`src/rtl/kmeans_k3n3_controller.sv`:
```
// rtl/kmeans_k3n3_controller.sv - k-means (k=3, 3-D) iteration sequencer
// Sweeps the sample RAM, accumulates per-centroid sums and counts, and updates centroids by serial division.
module kmeans_k3n3_controller #(
  parameter int input_data_width         = 8,
  parameter int input_data_qty_bit_width = 8,
  parameter int input_data_qty           = 256,
  parameter int pipeline_latency         = 6,
  parameter int max_iterations           = 16
) (
  input  logic                                      clk,
  input  logic                                      rst,
  input  logic                                      start,
  input  logic [9*input_data_width-1:0]             k_init,
  output logic [input_data_qty_bit_width-1:0]       rd_address,
  input  logic [1:0]                                selected_centroid,
  input  logic [input_data_width-1:0]               output_data0,
  input  logic [input_data_width-1:0]               output_data1,
  input  logic [input_data_width-1:0]               output_data2,
  output logic [9*input_data_width-1:0]             centroids,
  output logic                                      busy,
  output logic                                      done,
  output logic                                      converged,
  output logic [7:0]                                iteration
);
  localparam int W   = input_data_width;
  localparam int AW  = input_data_qty_bit_width;
  localparam int L   = pipeline_latency;
  localparam int SW  = W + AW + 1;
  localparam int CW  = AW + 1;
  localparam int SBW = $clog2(SW);
  localparam logic [AW-1:0]  LAST_ADDR  = AW'(input_data_qty - 1);
  localparam logic [7:0]     ITER_LIMIT = 8'(max_iterations);
  localparam logic [SBW-1:0] LAST_STEP  = SBW'(SW - 1);
  localparam logic [L-1:0]   TAIL_BIT   = L'(1 << (L - 1));

  typedef enum logic [2:0] {S_IDLE, S_PROC, S_DRAIN, S_DIV, S_UPDATE, S_DONE} state_t;

  state_t         state, state_nxt;
  logic [L-1:0]   vpipe;
  logic [SW-1:0]  sum [9];
  logic [CW-1:0]  cnt [3];
  logic [9*W-1:0] next_cent;
  logic [3:0]     div_idx;
  logic [1:0]     div_c;
  logic [SBW-1:0] div_step;
  logic [SW-1:0]  div_q;
  logic [AW:0]    div_r;

  logic           issue, capture, drain_end, last_div, unchanged, clear_acc;
  logic [SW-1:0]  src_q, q_nxt;
  logic [AW:0]    src_r;
  logic [AW+1:0]  trial, divisor, r_nxt;
  logic           ge;
  logic           unused_rtop;

  assign issue       = (state == S_PROC);
  assign capture     = vpipe[L-1] && (selected_centroid != 2'd3) &&
                       ((state == S_PROC) || (state == S_DRAIN));
  assign drain_end   = ((vpipe & ~TAIL_BIT) == '0);
  assign last_div    = (div_idx == 4'd8) && (div_step == LAST_STEP);
  assign unchanged   = (next_cent == centroids);
  assign clear_acc   = ((state == S_IDLE) && start) || ((state == S_UPDATE) && (state_nxt == S_PROC));
  assign busy        = (state != S_IDLE);
  assign done        = (state == S_DONE);

  // Restoring divider step; the first step of each quotient loads the dividend directly.
  always_comb begin
    div_c = 2'd2;
    if (div_idx < 4'd3)      div_c = 2'd0;
    else if (div_idx < 4'd6) div_c = 2'd1;
    src_q   = (div_step == '0) ? sum[div_idx] : div_q;
    src_r   = (div_step == '0) ? '0 : div_r;
    trial   = {src_r, src_q[SW-1]};
    divisor = {1'b0, cnt[div_c]};
    ge      = (trial >= divisor);
    r_nxt   = ge ? (trial - divisor) : trial;
    q_nxt   = {src_q[SW-2:0], ge};
  end
  assign unused_rtop = r_nxt[AW+1];

  always_ff @(posedge clk or negedge rst) begin
    if (!rst) state <= S_IDLE;
    else      state <= state_nxt;
  end

  always_comb begin
    state_nxt = state;
    case (state)
      S_IDLE:   if (start) state_nxt = S_PROC;
      S_PROC:   if (rd_address == LAST_ADDR) state_nxt = S_DRAIN;
      S_DRAIN:  if (drain_end) state_nxt = S_DIV;
      S_DIV:    if (last_div) state_nxt = S_UPDATE;
      S_UPDATE: begin
        if (unchanged || (iteration + 8'd1 == ITER_LIMIT)) state_nxt = S_DONE;
        else                                               state_nxt = S_PROC;
      end
      S_DONE:   state_nxt = S_IDLE;
      default:  state_nxt = S_IDLE;
    endcase
  end

  always_ff @(posedge clk or negedge rst) begin
    if (!rst) begin
      rd_address <= '0;
      centroids  <= '0;
      iteration  <= '0;
      converged  <= 1'b0;
      vpipe      <= '0;
      next_cent  <= '0;
      div_idx    <= '0;
      div_step   <= '0;
      div_q      <= '0;
      div_r      <= '0;
      for (int i = 0; i < 9; i++) sum[i] <= '0;
      for (int c = 0; c < 3; c++) cnt[c] <= '0;
    end else begin
      vpipe[0] <= issue;
      for (int i = 1; i < L; i++) vpipe[i] <= vpipe[i-1];

      case (state)
        S_IDLE: begin
          if (start) begin
            centroids  <= k_init;
            iteration  <= '0;
            converged  <= 1'b0;
            rd_address <= '0;
          end
        end
        S_PROC: rd_address <= (rd_address == LAST_ADDR) ? '0 : rd_address + AW'(1);
        S_DIV: begin
          div_q <= q_nxt;
          div_r <= r_nxt[AW:0];
          if (div_step == LAST_STEP) begin
            // An empty cluster keeps its previous position.
            next_cent[int'(div_idx)*W +: W] <= (cnt[div_c] == '0) ?
                centroids[int'(div_idx)*W +: W] : q_nxt[W-1:0];
            div_step <= '0;
            div_idx  <= (div_idx == 4'd8) ? 4'd0 : div_idx + 4'd1;
          end else begin
            div_step <= div_step + SBW'(1);
          end
        end
        S_UPDATE: begin
          centroids <= next_cent;
          iteration <= iteration + 8'd1;
          converged <= unchanged;
        end
        default: ;
      endcase

      if (clear_acc) begin
        for (int i = 0; i < 9; i++) sum[i] <= '0;
        for (int c = 0; c < 3; c++) cnt[c] <= '0;
      end else if (capture) begin
        for (int c = 0; c < 3; c++) begin
          if (selected_centroid == 2'(c)) begin
            sum[c*3]   <= sum[c*3]   + SW'(output_data0);
            sum[c*3+1] <= sum[c*3+1] + SW'(output_data1);
            sum[c*3+2] <= sum[c*3+2] + SW'(output_data2);
            cnt[c]     <= cnt[c] + CW'(1);
          end
        end
      end
    end
  end
endmodule

```
`config.mk`:
```
export PLATFORM = sky130hd
export DESIGN_NAME = kmeans_k3n3_controller
export DESIGN_NICKNAME = d
export VERILOG_FILES = /design/src/rtl/kmeans_k3n3_controller.sv
export SDC_FILE = /design/constraint.sdc
export NUM_CORES = 1
export LEC_CHECK = 0
export ABC_AREA = 1
export CORE_MARGIN = 4
export CORE_UTILIZATION = 60
export DETAILED_ROUTE_END_ITERATION = 16
export PLACE_DENSITY_LB_ADDON = 0.08
export SYNTH_ARGS = -nofsm -noshare
export SYNTH_HDL_FRONTEND = slang
export SYNTH_SLANG_ARGS = --single-unit
```
`constraint.sdc`:
```
create_clock -name clk -period 4.5 [get_ports clk]
set_input_delay 0.9 -clock clk [delete_from_list [all_inputs] [get_ports clk]]
set_output_delay 0.9 -clock clk [all_outputs]
set_load 0.02 [all_outputs]
```
## Word level (Yosys, flattened, before mapping)

Index checks and enable logic that the tools add are counted.

- Bits in registers: 385
- Input bits: 101
- Output and inout bits: 91
- Word-level logic and storage cells: 131

- Add/sub/neg operators: 18
- $lt $le $gt $ge: 5
- Equality and inequality tests: 15
- Shift-type cells: 3
- Multiplexer cells: 39
- Bitwise operators: 2
- Reduce and logical (&&, ||, !) cells: 26

Operator list:

| operator | number |
|---|---|
| 153-bit 2-to-1 mux | 2 |
| 17-bit by 8-bit adder with 17-bit output | 9 |
| 51-bit 2-to-1 mux | 3 |
| 72-bit case mux with 2 select lines | 1 |
| 72-bit bitwise mux | 1 |
| 72-bit == test | 1 |
| 72-bit 2-to-1 mux | 1 |
| 8-bit by 33-bit variable shift with 72-bit output (first input constant) | 1 |
| 72-bit by 8-bit indexed part select with 8-bit output | 1 |
| 8-bit by 33-bit indexed part select with 72-bit output | 1 |
| 17-bit binary-select mux with 4-bit select | 1 |
| 9-bit 2-to-1 mux | 7 |
| 27-bit 2-to-1 mux | 2 |
| 17-bit 2-to-1 mux | 3 |
| 7-bit negation with 33-bit output | 1 |
| 8-bit case mux with 2 select lines | 2 |
| 9-bit by 1-bit adder with 9-bit output (second input constant) | 3 |
| 8-bit 2-to-1 mux | 3 |
| 9-bit binary-select mux with 2-bit select | 1 |
| 8-bit by 1-bit adder with 8-bit output (second input constant) | 2 |
| 3-bit 2-to-1 mux | 5 |
| 3-bit case mux with 5 select lines | 1 |
| 2-bit AND reduction | 6 |
| 2-bit nonzero test | 6 |
| other kinds (33) | 44 |

## Depth between registers and ports, before layout

- Depth in word-level cells: 11
- Gate-level depth with buffers: 22
- Gate-level depth less buffers: 20

## Worst setup path after synthesis

OpenSTA, ideal clock, no wires.

- Path type: register -> register
- From: register div_step[0]
- To: register div_r[5]
- Setup time: 0.123 ns
- Data arrival time: 3.513 ns
- Data required time: 4.377 ns
- Path slack: 0.864 ns
- Cell stages (with the launch flop): 22
- Buffers on the path: 3
- Clock period less this slack: 3.636 ns
- Path through: dfrtp_1 > inv_1 > ha_1 > nor3b_1 > nand2_1 > inv_1 > buf_1 > buf_1 > o21ai_0 > ha_1 > fa_1 > o21bai_1 > a21oi_1 > nor2_1 > nor2_1 > nand2_1 > nand2_1 > nand2_1 > clkbuf_1 > a21oi_1 > o21ai_0 > nand2_1

- Longest elaborated chain between the ends: 4
- Elaborated cells between the ends (all ways): 6
- Classes of those cells: add/sub: 1; order compare: 1; mux: 3; reduce/logical: 1

Ends and longest elaborated chain:

| what | line | source |
|---|---|---|
| start: declaration | 45 | `logic [SBW-1:0] div_step;` |
| start signal: assignment | 140 | `div_step <= div_step + SBW'(1);` |
| 5-bit zero test * | 71, 72 |  |
| 17-bit 2-to-1 mux or 9-bit 2-to-1 mux (tied branches) | 71, 72 |  |
| 9-bit subtractor or 10-bit by 9-bit greater-or-equal comparator with 1-bit output (tied branches) | 76, 75 |  |
| 9-bit 2-to-1 mux * | 76 | `r_nxt = ge ? (trial - divisor) : trial;` |
| end signal: assignment | 132 | `div_r <= r_nxt[AW:0];` |
| end: declaration | 47 | `logic [AW:0] div_r;` |

Mark *: on every way between the ends. The rest lies on a longest branch, timed or not.
A chain may end at the register's enable or synchronous reset.

## Worst setup path in the final report

- From: register div_idx[1]
- To: register next_cent[16]

- Longest elaborated chain between the ends: 11
- Elaborated cells between the ends (all ways): 21
- Classes of those cells: add/sub: 1; order compare: 3; shift: 3; mux: 11; bitwise: 2; reduce/logical: 1

Ends and longest elaborated chain:

| what | line | source |
|---|---|---|
| start: declaration | 43 | `logic [3:0] div_idx;` |
| start signal: assignment | 138 | `div_idx <= (div_idx == 4'd8) ? 4'd0 : div_idx + 4'd1;` |
| 4-bit by 3-bit less-than comparator with 1-bit output | 70 | `else if (div_idx < 4'd6) div_c = 2'd1;` |
| 2-bit 2-to-1 mux | 70 |  |
| 2-bit 2-to-1 mux | 69 | `if (div_idx < 4'd3) div_c = 2'd0;` |
| 2-bit inverter with 3-bit output (not written as such) | 74, 135 |  |
| 9-bit binary-select mux with 2-bit select | 74, 135 |  |
| 9-bit 2-to-1 mux (not written as such) (2 in a row) | 74, 135 |  |
| 10-bit by 9-bit greater-or-equal comparator with 1-bit output or 9-bit zero test (tied branches) | 75, 135 |  |
| 8-bit 2-to-1 mux | 135 | `next_cent[int'(div_idx)*W +: W] <= (cnt[div_c] == '0) ?` |
| 8-bit by 33-bit indexed part select with 72-bit output | 135 |  |
| 72-bit bitwise mux * | 135 |  |
| end signal: indexed assignment | 135 |  |
| end: declaration | 42 | `logic [9*W-1:0] next_cent;` |

Mark *: on every way between the ends. The rest lies on a longest branch, timed or not. The select of a mux whose other input is x is not followed.

==> impl.org <==
** Run status
- The run finished with clean final reports.

** Drt
- DR iter-0 viols :: about 3000
- Iteration count of the initial detailed-routing pass :: 5
- Wires add up to ~90 mm.
- In the final routed layout, each cell accounts on average for a little under 20 µm.
- After detailed routing, the number of remaining DRC violations is 0.
- In the routed layout, each cell is associated on average with a via count of a little under 6.
- Residual antenna-violating net count after detailed routing :: 0
- Vias after detailed routing :: about 27000

** Final layout
- Area occupied by multi-input gates :: between 0.01 and 0.015 mm²
- Leaving out fill and tap cells, the most frequent cell in the layout is nand2_1.
- Seq. cell area :: 0.00964 mm²
- The repair_antennas step left the layout with diodes totalling 0.
- Area grow syn2layout :: 14.4%
- Total number of nets in the final design :: around 4200
- The filler cells instantiated in the layout total 3889.
- Cells with a size suffix above 1 make up around 4.6% of the layout.
- Most frequent cells in the layout :: nand2_1, inv_1, nor2_1

** Timing
- Setup total negative slack on the finished layout was measured at 0 ps.
- Derived from the worst setup path, the maximum achievable clock frequency is roughly 260 MHz.
- Time the final worst path needs with I/O delays and setup :: about 3800 ps
- Number of failing setup endpoints in the final timing report :: 0
- The worst pin sits at a relative slew slack of between 30% and 40%.
- At the pin with the least slew margin, the transition time is 993 ps.
- The number of failing hold endpoints at the final stage came to 0.
- The number of slew-limit violations in the final report is 0.
- Setup skew after layout :: ~26 ps
- Part of the cycle the worst path needs :: 84.3%
- Setup repair after global routing left no endpoint under its margin.

** GRT
- For this run the aggregate overflow at the end of global routing stands at 0.
- Largest net degree at the start of global routing :: around 150
- For this run, the total global-route usage over all layers was measured as ~37%.
- The first global-routing pass estimated between 100 and 150 mm of wire.
- The number of global-route vias before repair is 25100.
- Number of antenna violations at the first check in global routing :: 0

** Power
- Maximum ir drop on the vdd rail :: 386 µV
- Design Power :: about 0.013 W
- The analysis attributes to cell leakage a power of around 16 nW.
- Power spread over the standard cell area amounts to ~420 mW/mm².

** Clock tree
- After clock tree synthesis, the clock-pin slew on the worst setup and hold paths is ~60 ps.
- CTS placed an instance of clkbuf_16 at the clock tree root.
- CTS tree :: done
- Cts bufs inserted :: 45
- Number of resized instances in the post-cts repair step :: 0
- For this design, the sink count on the clock tree is slightly below 400.
- Post-CTS Setup Bufs :: 0
- Worst skew pair latency :: around 600 ps
- The number of hold buffers added after CTS was 0.
- CTS H-tree depth :: 2
- Maximum clock insertion buffer count :: 3

** Synth
- Count of unique library cells instantiated by Yosys :: 48
- In the synthesized netlist, mux cells make up 0% of the area.
- Syn Area/Cell :: 6.90 µm²
- Number of synthesized flops with an enable pin :: 0
- Mapped Nets :: 4083
- #FFs+latches synth :: around 390
- Combined area of all synthesized cells :: roughly 0.027 mm²
- Gate count of the mapped netlist :: between 3000 and 4000
- After Yosys synthesis, XOR and XNOR cells account for ~4.3% of the synthesized area.
- After synthesis, the largest family of logic cells by area is simple AND/OR/NAND/NOR gates.
- Share of synthesized cell area in and, or, nand and nor gates :: 32.4%
- The share of the Yosys chip area taken by registers is about 36%.
- During synthesis, Yosys emitted a total of 0 warnings.
- Counting flops with an async set or reset pin after synthesis yields a share of between 90% and 100%.
- For this run, the leading register cell type out of synthesis is dfrtp_1.
- Complex-gate fraction of the synthesized area :: between 10% and 20%
- Synth Area in Adders :: 5.05%

** Worst setup path
- Crit end category :: register
- Worst reg-to-reg path cell count :: 20
- Internal reg-to-reg setup slack :: approximately 710 ps
- Reg-to-reg critical path startpoint :: div_idx[1]$_DFFE_PN0P_
- Biggest fanout along the worst timing path :: 50
- Endpoint required time on the critical path :: approximately 5000 ps
- Data on the critical path arrives at its endpoint at between 4000 and 5000 ps.
- Kind of launch point of the worst setup path :: register
- The worst register-to-register path ends at next_cent[16]$_DFFE_PN0P_.
- Worst setup path class :: reg -> reg

** Flow run
- The tool flagged a number of max-cap violations equal to 0.

** Floorplanning
- Number of cell rows :: 77
- Chip height :: 219 µm
- In this run the count of I/O pins placed on the die edge is ~190.
- For this configuration, the core starts out at a cell density of about 61%.
- Die Width :: around 220 µm
- The floorplan step defined a core boundary enclosing about 0.044 mm².
- The floorplan step defined a die boundary enclosing about 0.048 mm².

** Placed design
- Detailed-placement wirelength estimate :: 65.7 mm
- Final weighted congestion in routability-driven placement :: 0.997
- Number of input and output port buffers inserted :: around 190

** Min path
- Min-Delay Path Class :: in -> async
cell usage after synthesis (all sizes together) (3+ instances only):
library cell | n | area (µm²)
a21boi | 3 | 22.5
o221a | 13 | 146
o22ai | 19 | 119
nor2 | 419 | 1620
or2 | 16 | 100
nand3 | 189 | 951
xnor2 | 29 | 254
fa | 10 | 200
a32o | 4 | 40.0
o21bai | 4 | 30.0
nand2 | 1066 | 4020
ha | 92 | 1150
nor4 | 6 | 37.5
o21ai | 240 | 1210
buf | 61 | 297
nand3b | 10 | 75.1
nor3 | 54 | 282
clkinv | 3 | 11.3
o211ai | 18 | 135
nor3b | 3 | 22.5
a21oi | 232 | 1160
a31oi | 4 | 25.0
a21o | 7 | 52.6
xor2 | 102 | 893
inv | 465 | 1750
nand4 | 245 | 1550
dfrtp | 385 | 9630
clkbuf | 116 | 435
a221oi | 59 | 517
cell families (layout without fill, tap and decap cells):
| group | count (synthesis) | in the layout |
|---|---|---|
| XOR/XNOR | 131 | 131 |
| flip-flops | 385 | 385 |
| AND/OR/NAND/NOR | 2010 | 2010 |
| buffers and inverters | 645 | 780 |
| AO/OA/AOI/OAI | 607 | 607 |
| adder cells (fa/ha/maj) | 102 | 102 |
cell type report:
class,instances,share of cell area [%]
sequential,385,31.5
multi-input combinational,2850,48.0
clock buffer,65,4.32
timing repair buffer,230,7.37
clock inverter,17,0.735
inverter,468,5.73
tap,592,2.42
registers in the layout, summed over array words and instances (netlist names):
signal and flops:
sum 153, cnt 27, div_step 5, next_cent 72
vpipe 6, div_r 9, rd_address 8, centroids 72
converged 1, div_q 17, state 3, iteration 8
div_idx 4
worst max-delay path by stage:
stage	start	to	slack [ps]	depth (start not counted)
5_1_grt	div_idx[2]$_DFFE_PN0P_	next_cent[40]$_DFFE_PN0P_	400	20
4_1_cts	div_step[0]$_DFFE_PN0P_	next_cent[16]$_DFFE_PN0P_	750	20
3_5_place_dp	div_step[0]$_DFFE_PN0P_	next_cent[16]$_DFFE_PN0P_	800	20
3_3_place_gp	div_step[0]$_DFFE_PN0P_	next_cent[16]$_DFFE_PN0P_	900	20
2_1_floorplan	div_step[0]$_DFFE_PN0P_	div_r[5]$_DFFE_PN0P_	860	21
6_report	div_idx[1]$_DFFE_PN0P_	next_cent[16]$_DFFE_PN0P_	710	20
critical path: stages (launching register included):
cell      delay (ps)
dfrtp_2          400
clkinv_1          60
buf_4            500
o21ai_0          200
o22ai_1          170
nand2_1           80
nand4_1           80
o21ai_0          170
ha_1             280
fa_1             420
o21bai_1         160
a21oi_1          120
nor2_1           110
nor2_1            40
nand2_1           90
a21oi_1          180
nand2_1          120
nand2_1           60
nor2_1           240
nand2_1          160
nand2_1           80
per-stage QoR:
| step | util, % | hold WS, ps | setup WS, ps | area (µm²) | instances |
|---|---|---|---|---|---|
| after CTS | 69.3 | 376 | 750 | 30600 | 4607 |
| after detailed placement | 65.8 | 365 | 799 | 29100 | 4525 |
| after global routing | 69.3 | 386 | 405 | 30600 | 4607 |
| after global placement | 65.8 | 358 | 898 | 29100 | 4525 |
| final | 69.3 | 338 | 706 | 30600 | 4607 |
| after floorplan | - | 354 | 864 | 26800 | 3880 |
power breakdown:
| part | switching (W) | internal, W |
|---|---|---|
| combinational | 0.00279 | 0.00158 |
| sequential | 0.000747 | 0.00395 |
| clock | 0.00156 | 0.00233 |
| total | 0.00510 | 0.00785 |
layer usage:
| layer | vias to the layer above | share of wire [%] | track usage, % |
|---|---|---|---|
| li1 | 13000 | - | - |
| met1 | 12600 | 40 | 47.6 |
| met2 | 1199 | 46 | 60.3 |
| met3 | 274 | 7.1 | 4.39 |
| met4 | 0 | 6.4 | 19.4 |
| met5 | - | 0 | 0 |
(Power assumes the default switching activity.)
